## config.mk

```make
export PLATFORM = sky130hd
export DESIGN_NAME = keyboard_matrix_flat
export DESIGN_NICKNAME = d
export VERILOG_FILES = /design/src/rtl/keyboard_matrix_pkg.sv /design/src/rtl/keyboard_matrix_if.sv /design/src/rtl/keyboard_matrix_wb_port.sv /design/src/rtl/keyboard_matrix.sv /design/src/flat_wrapper.sv
export SDC_FILE = /design/constraint.sdc
export NUM_CORES = 1
export LEC_CHECK = 0
export CAP_MARGIN = 5
export CORE_MARGIN = 2
export CORE_UTILIZATION = 25
export CTS_BUF_LIST = sky130_fd_sc_hd__clkbuf_4 sky130_fd_sc_hd__clkbuf_8
export DETAILED_ROUTE_END_ITERATION = 16
export PLACE_DENSITY_LB_ADDON = 0.1
export SLEW_MARGIN = 20
export SYNTH_ARGS = -nofsm -noshare
export SYNTH_HDL_FRONTEND = slang
export SYNTH_SLANG_ARGS = --single-unit
export TNS_END_PERCENT = 30
```

## constraint.sdc

```tcl
create_clock -name wb_clock_i -period 2.1 [get_ports wb_clock_i]
set_input_delay 0.42 -clock wb_clock_i [delete_from_list [all_inputs] [get_ports wb_clock_i]]
set_output_delay 0.42 -clock wb_clock_i [all_outputs]
set_load 0.01 [all_outputs]
```

## src/rtl/keyboard_matrix_pkg.sv

```systemverilog
// ============================================================================
// Module      : keyboard_matrix_pkg
// Description : Shared sizes, types and address decode for the PET keyboard
//               matrix shadow and its Wishbone slave port.
// Revision    : 1.0 - initial release
// ============================================================================
`default_nettype none

package keyboard_matrix_pkg;

    localparam int KBD_COL_COUNT  = 10;
    localparam int KBD_ROW_COUNT  = 8;
    localparam int DATA_WIDTH     = 8;
    localparam int WB_ADDR_WIDTH  = 16;
    localparam int KBD_ADDR_WIDTH = 4;

    // PIA1 register selects seen by the CPU side of the io block
    localparam logic [1:0] PIA_PORTA = 2'd0;
    localparam logic [1:0] PIA_PORTB = 2'd2;

    typedef logic [KBD_ROW_COUNT-1:0] kbd_col_t;

    localparam kbd_col_t KBD_COL_IDLE = '1;

    function automatic logic [KBD_ADDR_WIDTH-1:0] wb_kbd_addr(
        input logic [WB_ADDR_WIDTH-1:0] addr
    );
        return addr[KBD_ADDR_WIDTH-1:0];
    endfunction

endpackage

`default_nettype wire

```

## src/rtl/keyboard_matrix_if.sv

```systemverilog
// ============================================================================
// Module      : keyboard_matrix_if
// Description : Pipelined Wishbone bus bundle for the keyboard matrix slave.
// Revision    : 1.0 - initial release
// ============================================================================
`default_nettype none

interface keyboard_matrix_if;
    import keyboard_matrix_pkg::*;

    logic [KBD_ADDR_WIDTH-1:0] wb_addr_i;
    logic [DATA_WIDTH-1:0]     wb_data_i;
    logic [DATA_WIDTH-1:0]     wb_data_o;
    logic                      wb_we_i;
    logic                      wb_cycle_i;
    logic                      wb_strobe_i;
    logic                      wb_sel_i;
    logic                      wb_stall_o;
    logic                      wb_ack_o;

    modport master (
        output wb_addr_i, wb_data_i, wb_we_i, wb_cycle_i, wb_strobe_i, wb_sel_i,
        input  wb_data_o, wb_stall_o, wb_ack_o
    );

    modport slave (
        input  wb_addr_i, wb_data_i, wb_we_i, wb_cycle_i, wb_strobe_i, wb_sel_i,
        output wb_data_o, wb_stall_o, wb_ack_o
    );

endinterface

`default_nettype wire

```

## src/rtl/keyboard_matrix_wb_port.sv

```systemverilog
// ============================================================================
// Module      : kbd_wb_port
// Description : Generic pipelined Wishbone accept/ack/stall handshake; one
//               ack the cycle after every accepted strobe, never stalls.
// Revision    : 1.0 - initial release
// ============================================================================
`default_nettype none

module kbd_wb_port (
    input  wire logic clk_i,
    input  wire logic rst_ni,
    input  wire logic cycle_i,
    input  wire logic strobe_i,
    output logic      accept_o,
    output logic      ack_o,
    output logic      stall_o
);

    logic ack_q;
    logic ack_d;

    assign stall_o  = 1'b0;
    assign accept_o = cycle_i & strobe_i & ~stall_o;
    assign ack_d    = accept_o;
    assign ack_o    = ack_q;

    // Ack is independent of cycle once accepted, so a dropped cycle still sees it
    always_ff @(posedge clk_i or negedge rst_ni) begin
        if (!rst_ni) begin
            ack_q <= 1'b0;
        end else begin
            ack_q <= ack_d;
        end
    end

endmodule

`default_nettype wire

```

## src/rtl/keyboard_matrix.sv

```systemverilog
// ============================================================================
// Module      : keyboard_matrix
// Description : Wishbone-writable, active-low shadow of the PET keyboard
//               matrix. Optional KBD_ANY_KEY_STATUS_EN adds a read-only
//               any-key-down status register at address KBD_COL_COUNT.
// Revision    : 1.0 - initial release
// ============================================================================
`default_nettype none

module keyboard_matrix
    import keyboard_matrix_pkg::*;
(
    input  wire logic                                      wb_clock_i,
    input  wire logic                                      wb_reset_ni,
    keyboard_matrix_if.slave                               wb,
    output logic [KBD_COL_COUNT-1:0][KBD_ROW_COUNT-1:0]    usb_kbd_o
);

    localparam logic [KBD_ADDR_WIDTH-1:0] COL_LIMIT = KBD_ADDR_WIDTH'(KBD_COL_COUNT);

    logic                                     accept;
    logic                                     wr_en;
    logic                                     rd_en;
    logic [KBD_COL_COUNT-1:0][KBD_ROW_COUNT-1:0] cols_q;
    logic [DATA_WIDTH-1:0]                    rdata_q;
    logic [DATA_WIDTH-1:0]                    rdata_d;

    kbd_wb_port u_wb_port (
        .clk_i    (wb_clock_i),
        .rst_ni   (wb_reset_ni),
        .cycle_i  (wb.wb_cycle_i),
        .strobe_i (wb.wb_strobe_i),
        .accept_o (accept),
        .ack_o    (wb.wb_ack_o),
        .stall_o  (wb.wb_stall_o)
    );

    // A deselected transfer is acked but touches neither the matrix nor read data
    assign wr_en = accept & wb.wb_sel_i &  wb.wb_we_i;
    assign rd_en = accept & wb.wb_sel_i & ~wb.wb_we_i;

    always_ff @(posedge wb_clock_i or negedge wb_reset_ni) begin
        if (!wb_reset_ni) begin
            cols_q <= {KBD_COL_COUNT{KBD_COL_IDLE}};
        end else begin
            for (int c = 0; c < KBD_COL_COUNT; c++) begin
                if (wr_en && (wb.wb_addr_i == KBD_ADDR_WIDTH'(c))) begin
                    cols_q[c] <= wb.wb_data_i;
                end
            end
        end
    end

    always_comb begin
        rdata_d = '1;
        for (int c = 0; c < KBD_COL_COUNT; c++) begin
            if (wb.wb_addr_i == KBD_ADDR_WIDTH'(c)) begin
                rdata_d = cols_q[c];
            end
        end
`ifdef KBD_ANY_KEY_STATUS_EN
        if (wb.wb_addr_i == COL_LIMIT) begin
            rdata_d = {{(DATA_WIDTH-1){1'b0}}, ~(&cols_q)};
        end
`else
        if (wb.wb_addr_i == COL_LIMIT) begin
            rdata_d = '1;
        end
`endif
    end

    always_ff @(posedge wb_clock_i or negedge wb_reset_ni) begin
        if (!wb_reset_ni) begin
            rdata_q <= '0;
        end else if (rd_en) begin
            rdata_q <= rdata_d;
        end
    end

    assign wb.wb_data_o = rdata_q;
    assign usb_kbd_o    = cols_q;

endmodule

`default_nettype wire

```

## src/flat_wrapper.sv

```systemverilog
// flat-port wrapper written by rule: the top's interface ports become plain ports
module keyboard_matrix_flat import keyboard_matrix_pkg::*;
  (wb_clock_i, wb_reset_ni, usb_kbd_o, wb_wb_addr_i, wb_wb_data_i, wb_wb_we_i, wb_wb_cycle_i, wb_wb_strobe_i, wb_wb_sel_i, wb_wb_data_o, wb_wb_stall_o, wb_wb_ack_o);
  keyboard_matrix_if wb_i ();
  input  wire logic wb_clock_i;
  input  wire logic wb_reset_ni;
  output logic [KBD_COL_COUNT-1:0][KBD_ROW_COUNT-1:0] usb_kbd_o;
  input wire logic [$bits(wb_i.wb_addr_i)-1:0] wb_wb_addr_i;
  input wire logic [$bits(wb_i.wb_data_i)-1:0] wb_wb_data_i;
  input wire logic [$bits(wb_i.wb_we_i)-1:0] wb_wb_we_i;
  input wire logic [$bits(wb_i.wb_cycle_i)-1:0] wb_wb_cycle_i;
  input wire logic [$bits(wb_i.wb_strobe_i)-1:0] wb_wb_strobe_i;
  input wire logic [$bits(wb_i.wb_sel_i)-1:0] wb_wb_sel_i;
  output wire logic [$bits(wb_i.wb_data_o)-1:0] wb_wb_data_o;
  output wire logic [$bits(wb_i.wb_stall_o)-1:0] wb_wb_stall_o;
  output wire logic [$bits(wb_i.wb_ack_o)-1:0] wb_wb_ack_o;
  assign wb_i.wb_addr_i = wb_wb_addr_i;
  assign wb_i.wb_data_i = wb_wb_data_i;
  assign wb_i.wb_we_i = wb_wb_we_i;
  assign wb_i.wb_cycle_i = wb_wb_cycle_i;
  assign wb_i.wb_strobe_i = wb_wb_strobe_i;
  assign wb_i.wb_sel_i = wb_wb_sel_i;
  assign wb_wb_data_o = wb_i.wb_data_o;
  assign wb_wb_stall_o = wb_i.wb_stall_o;
  assign wb_wb_ack_o = wb_i.wb_ack_o;
  keyboard_matrix u_core (.wb_clock_i(wb_clock_i), .wb_reset_ni(wb_reset_ni), .wb(wb_i), .usb_kbd_o(usb_kbd_o));
endmodule
```

Word level (Yosys, flattened, before mapping)

Cells that the tools add are included.

$lt $le $gt $ge: 0
Bitwise gates (word level): 5
Div/mod/pow operators: 0
Reductions and logical operators: 11
Shift-type cells: 0
Multiplexer cells: 11
$add $sub $neg: 0
Multiply operators: 0
Equal/unequal tests: 10

Operators by type and width:

| kind                 | number |
|---|---|
| $mux W8              | 11 |
| $eq A4 B3 Y1 const B | 4 |
| $eq A4 B4 Y1 const B | 3 |
| $logic_and A1 B1 Y1  | 10 |
| $eq A4 B2 Y1 const B | 2 |
| $and A1 B1 Y1        | 4 |
| $eq A4 B1 Y1 const B | 1 |
| $logic_not A4 Y1     | 1 |
| $not A1 Y1           | 1 |

Bits in writable memories: 0
Output and inout bits: 90
Bits of input ports: 18
Register bits after elaboration: 89
Word-level logic and storage cells: 49
ROM bits: 0
Memories kept: 0
Bits in latches: 0

Longest topological paths before layout

Gate-level depths: netlist of run 1.

Word-level depth: 12
Mapped depth: 8
Gate-level depth less buffers: 5

Modules after synthesis

Synthesis of run 1 repeated with hierarchy kept, for this count alone.

Cell total of the unflattened synthesis: 322
Area total of the unflattened synthesis: 4366.7 um2

By module, submodules not included:

| module          | cells an instance | area an instance (um2) | sequential area each (um2) | times used |
|---|---|---|---|---|
| keyboard_matrix | 318               | 4324.1                 | 2302.2                     | 1 |
| kbd_wb_port     | 4                 | 42.5                   | 25.0                       | 1 |

Worst setup path after synthesis of run 1

Ideal clock, no wire load.

Path type: input to register
Start point: input wb_wb_addr_i[0]
End point: register u_core.rdata_q[2] (netlist: u_core.wb.wb_data_o[2])
Data required time: 1.968 ns
Path slack: 0.366 ns
Cell stages on the path: 6
Arrival time: 1.602 ns
Library setup time: 0.132 ns
Path buffers: 1
Cell sequence: buf_6 mux4_2 nor2b_1 a211o_1 a21oi_1 o21ai_1

Word-level cells in the longest chain between the ends: 12
Elaborated cells on any way between the ends: 22
Classes of those cells: eq/ne (10); mux (11); reduce/logical (1)

Ends and longest elaborated chain:

| item                  | RTL line              | text |
|---|---|---|
| start, declared       | flat_wrapper.sv:8     | `input wire logic [$bits(wb_i.wb_addr_i)-1:0] wb_wb_addr_i;` |
| $logic_not A4 Y1      | keyboard_matrix.sv:57 | `if (wb.wb_addr_i == KBD_ADDR_WIDTH'(c)) begin` |
| $mux W8 (10 in a row) | keyboard_matrix.sv:57 |  |
| $mux W8 (*)           | keyboard_matrix.sv:66 | `if (wb.wb_addr_i == COL_LIMIT) begin` |
| end signal, assigned  | keyboard_matrix.sv:76 | `rdata_q <= rdata_d;` |
| end, declared         | keyboard_matrix.sv:25 | `logic [DATA_WIDTH-1:0] rdata_q;` |

Every way passes the cells marked *; elsewhere a longest branch is shown, timed or not.
A chain may end at the register's enable or synchronous reset.

Worst setup path after layout of run 1

Same ends and word-level chain as after synthesis.

==> flow_summary.yaml, run 1 <==
place:
  place_hpwl_mm: 9.97
  place_inst: 666
  port_buffers: 106
  gp_congestion: 0.779
logic_synthesis:
  yosysWarnings: 0
  synth_top_area_share_pct: 48.5
  synth_edf_count: 0
  syn_area_per_cell_um2: 13.8
  seq_area_frac_synth_pct: 53.7
  syn_inst: 313
  syn-num-nets: 331
  yosys-top-cells-area: "dfstp_2 (48%), mux2_2 (18%), dfrtp_1 (5.2%), mux4_2 (4.7%), mux2_4 (2.8%)"
  syn_area_um2: 4330
  synth_seq_cells: 89
  synthDistinctLibCells: 41
  yosys.area.top_type: "dfstp_2"
  ys.flop_type: "dfstp_2"
  synthArstFlopShare_pct: 100
setup_path:
  cp.required_ns: 2.35
  end_kind: "flip-flop"
  regToRegSetupSlack_ns: 0.43
  start_kind: "input port"
  critPathKind: "in -> reg"
  cp.arrival_ns: 2.28
  path_max_fanout: 10
timing:
  fmax_mhz: 493
  tns_ns: 0
  finalSetupViolations: 0
  period_minus_slack_ns: 2.03
  finalHoldViolations: 0
  finalCritPeriodShare_pct: 96.5
  drv_slew: 0
  clock_skew_ns: 0.00945
  rsz0062_at_grt: "false"
status:
  outcome: "finished, final reports clean"
finish:
  final_common_cell: "clkdlybuf4s50_1"
  fin_nets: 470
  layout-drive-gt1-share_pct: 52.1
  diodes: 0
  final_cell_mix: "clkdlybuf4s50_1 (105), dfstp_2 (80), mux2_2 (69)"
  area_delta_synth_final_pct: 42.5
  final_cells: 682
worst_hold_path:
  min_path_type: "in -> async"
global_route:
  grt_max_degree: 42
  globalRoute.totalOverflow: 0
  grt_pass1_wl_mm: 19.8
  grt_pass1_vias: 3275
  track_usage_pct: 14.9
  antenna_found_initial: 0
clocking:
  ctsRootBufferMaster: "clkbuf_8"
  clkSinkCount: 89
  clk_latency_ns: 0.37
  cts_setup_buffers: 0
  cts_max_level: 3
  cts_tree: "done"
  cts_buffer_depth: 2
  clkTransAtPathRegs_ns: 0.08
  cts_buffers: 9
floorplanning:
  coreArea_um2: 17100
  io_pins: 108
  die-area_um2: 18400
  num_rows: 48
  fp.dieW_um: 136
  die_h_um: 136
  initial_core_util_pct: 25.3
detailed_routing:
  num_vias: 3132
  wire_per_inst_um: 19.4
  firstDrtPassIters: 4
  drt_iter0_markers: 131
  detail_route.vias_per_cell: 4.59
  drc: 0
  ant_nets: 0
  drt-total-wl_mm: 13.3
job:
  max_cap_violations: 0
power:
  peakVddDrop_mv: 0.339
  powerDensity_nw_per_um2: 669
  p_leak_nw: 2.44
[critical path, stage by stage]
cell and delay, ns:
clkdlybuf4s50_1 0.51, buf_12 0.16, buf_4 0.17, mux4_2 0.51, a211o_1 0.30, a21oi_1 0.13
o21ai_1 0.07
[cell type report]
type                       count  area, µm²
fill                        1707      10900
sequential                    89       2330
multi-input combinational    200       1880
timing repair buffer         145       1480
tap                          225        282
clock buffer                  13        166
inverter                       7       26.3
clock inverter                 3       15.0
[flip-flops by register name, indices dropped and copies added, names as in the netlist]
name                    cells
u_core.usb_kbd_o           80
u_core.wb.wb_data_o         8
u_core.u_wb_port.ack_o      1
[synthesized netlist by cell type, types with 4 or more instances]
cell,n
a211o_1,6
a21oi_1,14
buf_4,7
clkbuf_1,5
dfrtp_1,9
dfstp_2,80
inv_1,7
mux2_2,69
mux2_4,8
mux4_2,9
nand2_1,8
nor2_1,11
nor2_2,7
nor2b_1,8
nor3_1,8
o21ai_0,8
o21ai_1,6
o22ai_1,4
[kinds of logic after synthesis]
logic type             after synthesis  share of synthesized area, %
flip-flops                          89                          53.7
other                                1                        0.0865
AO/OA/AOI/OAI                       48                          7.04
AND/OR/NAND/NOR                     57                          7.79
buffers and inverters               24                          2.94
multiplexers                        94                          28.4
[final timing paths]
check	startpoint	end	depth (start not counted)
worst max-delay path	wb_wb_addr_i[0]	u_core.wb.wb_data_o[2]	7
worst min-delay path	wb_reset_ni	u_core.usb_kbd_o[31]	1
worst max register to register	u_core.usb_kbd_o[7]	u_core.wb.wb_data_o[7]	5
worst min register to register	u_core.wb.wb_data_o[5]	u_core.wb.wb_data_o[5]	2
max in group asynchronous	wb_reset_ni	u_core.usb_kbd_o[60]	2
min in group wb_clock_i	u_core.wb.wb_data_o[5]	u_core.wb.wb_data_o[5]	2
[metrics by stage]
step	hold WS (ns)	utilization, %	instance area (µm²)	worst slack (ns)	total power, W
finish	0.202	36.1	6180	0.0728	0.00413
global route	0.205	36.1	6180	0.0191	0.00435
CTS	0.191	36.1	6170	0.0268	0.00421
detailed placement	0.484	35.0	5990	-0.360	0.00307
global placement	0.484	35.0	5990	-0.343	0.00306
floorplan	0.124	-	4330	0.366	0.00249
[per-layer routing]
layer,up-vias,track usage (%),share of wire [%]
li1,1429,-,-
met1,1616,19.0,44
met2,80,24.7,50
met3,7,4.34,5.0
met4,0,3.82,1.3
met5,-,0,0
[timing repair]
| action | CTS | global route |
|---|---|---|
| setup endpoints to repair | 0 | 1 |
| hold buffers | 0 | 0 |
| gates resized for setup | 0 | 2 |
[report_power, final]
part           total, W  internal (W)  switching [W]
sequential      0.00212       0.00197       0.000146
combinational  0.000898      0.000534       0.000365
clock           0.00112      0.000516       0.000599
total           0.00413       0.00302        0.00111
No activity file was read; power rests on OpenSTA's default activity.
==> run 2: changes to the inputs <==
--- a/config.mk
+++ b/config.mk
@@ -7,7 +7,7 @@
 export LEC_CHECK = 0
 export CAP_MARGIN = 5
 export CORE_MARGIN = 2
-export CORE_UTILIZATION = 25
+export CORE_UTILIZATION = 51
 export CTS_BUF_LIST = sky130_fd_sc_hd__clkbuf_4 sky130_fd_sc_hd__clkbuf_8
 export DETAILED_ROUTE_END_ITERATION = 16
 export PLACE_DENSITY_LB_ADDON = 0.1
==> flow_summary.yaml, run 2 (same netlist as run 1, synthesis figures left out) <==
timing:
  maxSlewHeadroom_pct: 58.4
  rsz0062_at_grt: "false"
  tns_ns: 0
  clock_skew_ns: 0.00881
  tightest_slew_ns: 0.622
  finalHoldViolations: 0
  finalSetupViolations: 0
  period_minus_slack_ns: 1.95
  drv_slew: 0
  finalCritPeriodShare_pct: 92.9
  fmax_mhz: 513
floorplanning:
  num_rows: 33
  die_h_um: 96.2
  io_pins: 108
  fp.dieW_um: 96.2
  die-area_um2: 9250
  coreArea_um2: 8220
  initial_core_util_pct: 52.7
global_route:
  grt_pass1_wl_mm: 17.1
  grt_max_degree: 39
  grt_pass1_vias: 3330
  antenna_found_initial: 0
  track_usage_pct: 25.1
  globalRoute.totalOverflow: 0
setup_path:
  r2r_start: "u_core.usb_kbd_o[26]"
  crit_chain: "clkdlybuf4s50_1 > buf_12 > buf_4 > nor2b_1 > a21oi_1 > o21ai_0 > o22a_1"
  cp.arrival_ns: 2.24
  cp.required_ns: 2.39
  end_kind: "flip-flop"
  endpoint: "u_core.wb.wb_data_o[7]"
  startpoint: "wb_wb_addr_i[1]"
  regToRegSetupSlack_ns: 0.47
  reg2reg_depth: 5
  path_max_fanout: 22
  critPathKind: "in -> reg"
  slowest_delay_ns: 0.52
  r2r-end: "u_core.wb.wb_data_o[2]"
  start_kind: "input port"
  crit_path_top_delay_cell: "nor2b_1"
power:
  peakVddDrop_mv: 0.458
  power_frac_clock_pct: 30.1
  internal_power_w: 0.00322
  sequentialPowerShare_pct: 49.0
  combPwrFrac_pct: 20.9
  p_sw_w: 0.00110
  p_leak_nw: 2.51
  total_power_w: 0.00431
  powerDensity_nw_per_um2: 700
  sw_frac_of_total_pct: 25.4
detailed_routing:
  drt-total-wl_mm: 11.2
  wire_per_inst_um: 19.7
  detail_route.vias_per_cell: 5.59
  drt_iter0_markers: 77
  ant_nets: 0
  num_vias: 3177
  drc: 0
  firstDrtPassIters: 4
worst_hold_path:
  min_path_type: "in -> async"
finish:
  final_cell_mix: "clkdlybuf4s50_1 (104), dfstp_2 (80), mux2_2 (69)"
  diodes: 0
  final_cell_area_um2: 6160
  fin_nets: 476
  largest_reg_flops: 80
  area_delta_synth_final_pct: 42.2
  multi_input_area_um2: 1880
  final.fill_count: 560
  layout-drive-gt1-share_pct: 52.3
  regArea_um2: 2330
  final_cells: 568
  final_common_cell: "clkdlybuf4s50_1"
clocking:
  clkTransAtPathRegs_ns: 0.09
  cts_tree: "done"
  ctsRootBufferMaster: "clkbuf_8"
  cts_buffer_depth: 2
  clk_latency_ns: 0.35
  cts_max_level: 3
  hold_buffers: 0
  clkSinkCount: 89
  cts_buffers: 9
place:
  placed_area_um2: 5890
  place_hpwl_mm: 8.23
  place_inst: 548
  gp_congestion: 0.827
  port_buffers: 106
status:
  outcome: "finished, final reports clean"
job:
  max_cap_violations: 0
run 2: timing repair:
action                     4_1_cts  5_1_grt
setup endpoints to repair        0        2
gates resized for setup          0        1
setup buffers                    0        3
run 2: layer usage:
layer  global-route usage, %  vias up  share of wire, %
li1                        -     1437                 -
met5                       0        -                 0
met3                    3.99       19               4.9
met1                    31.0     1628                40
met2                    44.0       93                53
met4                    9.76        0               2.0
run 2: critical path, delay by kind of cell:
| family | cells | cell delay [ns] |
|---|---|---|
| simple gates | 1 | 0.52 |
| buf+inv | 3 | 0.84 |
| compound gates | 3 | 0.46 |
run 2: how the worst min path moves through the flow:
stage | from | to | slack (ns)
5_1_grt | wb_reset_ni | u_core.wb.wb_data_o[2] | 0.04
4_1_cts | wb_reset_ni | u_core.wb.wb_data_o[2] | 0.01
6_report | wb_reset_ni | u_core.wb.wb_data_o[2] | 0.02
3_5_place_dp | wb_reset_ni | u_core.wb.wb_data_o[0] | 0.40
3_3_place_gp | wb_reset_ni | u_core.wb.wb_data_o[0] | 0.40
2_1_floorplan | wb_reset_ni | u_core.u_wb_port.ack_o | 0.12
run 2: layout make-up:
type                            count  area share, %
Clock buffer                       11           2.25
Inverter                            7          0.426
Clock inverter                      5           1.32
Tap cell                          105           2.13
Multi-Input combinational cell    200           30.5
Sequential cell                    89           37.8
Timing Repair Buffer              151           25.6
run 2: per-stage QoR:
| step | util [%] | hold slack, ns | worst slack [ns] |
|---|---|---|---|
| after CTS | 74.4 | 0.00954 | 0.0556 |
| after global placement | 71.7 | 0.396 | -0.284 |
| after global routing | 75.0 | 0.0361 | 0.0440 |
| after detailed placement | 71.7 | 0.401 | -0.306 |
| after floorplan | - | 0.124 | 0.366 |
| final | 75.0 | 0.0217 | 0.150 |
run 2: power groups by stage:
stage	clock (W)	sequential, W	combinational [W]
2_1_floorplan	0	0.00218	0.000312
3_3_place_gp	0	0.00213	0.000881
3_5_place_dp	0	0.00214	0.000897
4_1_cts	0.00132	0.00211	0.000901
5_1_grt	0.00138	0.00213	0.000973
6_report	0.00130	0.00211	0.000902
==> run 3: changes to the inputs <==
--- a/config.mk
+++ b/config.mk
@@ -10,6 +10,7 @@
 export CORE_UTILIZATION = 51
 export CTS_BUF_LIST = sky130_fd_sc_hd__clkbuf_4 sky130_fd_sc_hd__clkbuf_8
 export DETAILED_ROUTE_END_ITERATION = 16
+export MAX_ROUTING_LAYER = met4
 export PLACE_DENSITY_LB_ADDON = 0.1
 export SLEW_MARGIN = 20
 export SYNTH_ARGS = -nofsm -noshare
==> flow_summary.yaml, run 3 (same netlist as run 1, synthesis figures left out) <==
floorplanning:
  initial_core_util_pct: 52.7
  fp.dieW_um: 96.2
  die-area_um2: 9250
  coreArea_um2: 8220
  num_rows: 33
  die_h_um: 96.2
  io_pins: 108
setup_path:
  r2r-end: "u_core.wb.wb_data_o[2]"
  critPathKind: "in -> reg"
  reg2reg_depth: 5
  regToRegSetupSlack_ns: 0.47
  path_max_fanout: 22
  start_kind: "input port"
  slowest_delay_ns: 0.52
  cp.arrival_ns: 2.23
  critPathMostFrequentCell: "a21oi_1"
  cp.required_ns: 2.37
  crit_path_top_delay_cell: "nor2b_1"
  end_kind: "flip-flop"
  r2r_start: "u_core.usb_kbd_o[26]"
  crit_chain: "clkdlybuf4s50_1 > buf_12 > buf_4 > nor2b_1 > a21oi_1 > nor2_1 > a21oi_1 > o21ai_1"
global_route:
  antenna_found_initial: 0
  track_usage_pct: 25.9
  grt_max_degree: 39
  grt_pass1_wl_mm: 17.2
  grt_pass1_vias: 3320
  globalRoute.totalOverflow: 0
place:
  pre_cts_slack_ns: -0.306
  place_inst: 548
  placed_area_um2: 5890
  port_buffers: 106
  place_hpwl_mm: 8.23
  gp_congestion: 0.839
timing:
  finalCritPeriodShare_pct: 93.2
  drv_slew: 0
  tightest_slew_ns: 0.626
  rsz0062_at_grt: "false"
  finalHoldViolations: 0
  holdWs_ns: 0.0166
  clock_skew_ns: 0.00867
  finalSetupViolations: 0
  worst_slack_ns: 0.142
  fmax_mhz: 511
  maxSlewHeadroom_pct: 58.2
  period_minus_slack_ns: 1.96
clocking:
  hold_buffers: 0
  cts_max_level: 3
  clk_latency_ns: 0.35
  cts_tree: "done"
  clkSinkCount: 89
  cts_buffer_depth: 2
  ctsRootBufferMaster: "clkbuf_8"
  clkTransAtPathRegs_ns: 0.09
  cts_buffers: 9
detailed_routing:
  drt_iter0_markers: 75
  num_vias: 3177
  firstDrtPassIters: 4
  wire_per_inst_um: 19.7
  drt-total-wl_mm: 11.2
  ant_nets: 0
  detail_route.vias_per_cell: 5.59
  drc: 0
status:
  outcome: "finished, final reports clean"
power:
  powerDensity_nw_per_um2: 699
  internal_power_w: 0.00322
  peakVddDrop_mv: 0.453
  sw_frac_of_total_pct: 25.4
  p_leak_nw: 2.51
  power_frac_clock_pct: 30.0
  combPwrFrac_pct: 20.9
  sequentialPowerShare_pct: 49.0
  p_sw_w: 0.00109
worst_hold_path:
  min_path_type: "in -> async"
finish:
  fin_nets: 476
  final_cell_area_um2: 6160
  final_common_cell: "clkdlybuf4s50_1"
  area_delta_synth_final_pct: 42.2
  diodes: 0
  largest_reg_flops: 80
  layout-drive-gt1-share_pct: 52.3
  final_cells: 568
  final_cell_mix: "clkdlybuf4s50_1 (104), dfstp_2 (80), mux2_2 (69)"
job:
  max_cap_violations: 0
[run 3: cell counts in the layout (fill, tap and decap cells not counted)]
Identical to the previous run, type by type.
[run 3: metal layers]
layer | track usage, % | part of all wire, %
met1 | 31.5 | 41
met2 | 43.8 | 53
met3 | 3.92 | 4.6
met4 | 9.76 | 2.0
met5 | - | 0
[run 3: layout make-up]
| type | count | area (µm²) |
|---|---|---|
| sequential | 89 | 2330 |
| fill | 560 | 2050 |
| multi-input combinational | 200 | 1880 |
| timing repair buffer | 151 | 1580 |
| clock buffer | 11 | 139 |
| tap | 105 | 131 |
| clock inverter | 5 | 81.3 |
| inverter | 7 | 26.3 |
[run 3: power by group through the flow]
stage	clock, W	sequential [W]	combinational [W]
finish	0.00129	0.00211	0.000902
global route	0.00138	0.00213	0.000973
CTS	0.00132	0.00211	0.000901
detailed placement	0	0.00214	0.000897
global placement	0	0.00213	0.000881
floorplan	0	0.00218	0.000312
[run 3: repair_timing]
action | in CTS | in global routing
gates resized for setup | 0 | 1
endpoints found under the setup margin | 0 | 2
setup buffers | 0 | 3
[run 3: worst max path at each step]
stage | start | to | slack [ns]
2_1_floorplan | wb_wb_addr_i[0] | u_core.wb.wb_data_o[2] | 0.37
3_3_place_gp | wb_wb_addr_i[0] | u_core.wb.wb_data_o[2] | -0.28
3_5_place_dp | wb_wb_addr_i[0] | u_core.wb.wb_data_o[6] | -0.31
4_1_cts | wb_wb_addr_i[0] | u_core.wb.wb_data_o[2] | 0.06
5_1_grt | wb_wb_addr_i[1] | u_core.wb.wb_data_o[0] | 0.04
6_report | wb_wb_addr_i[1] | u_core.wb.wb_data_o[3] | 0.14
[run 3: critical path: cells and delay by family]
kind                   cells  cell delay (ns)
buffers and inverters      3             0.84
and+or+nand+nor            2             0.67
AOI/OAI and AO/OA          3             0.29
[run 3: per-stage QoR]
step | utilization, % | TNS (ns) | total power [W]
2_1_floorplan | - | 0 | 0.00249
3_3_place_gp | 71.7 | -10.38 | 0.00302
3_5_place_dp | 71.7 | -12.10 | 0.00304
4_1_cts | 74.4 | 0 | 0.00434
5_1_grt | 75.0 | 0 | 0.00448
6_report | 75.0 | 0 | 0.00431
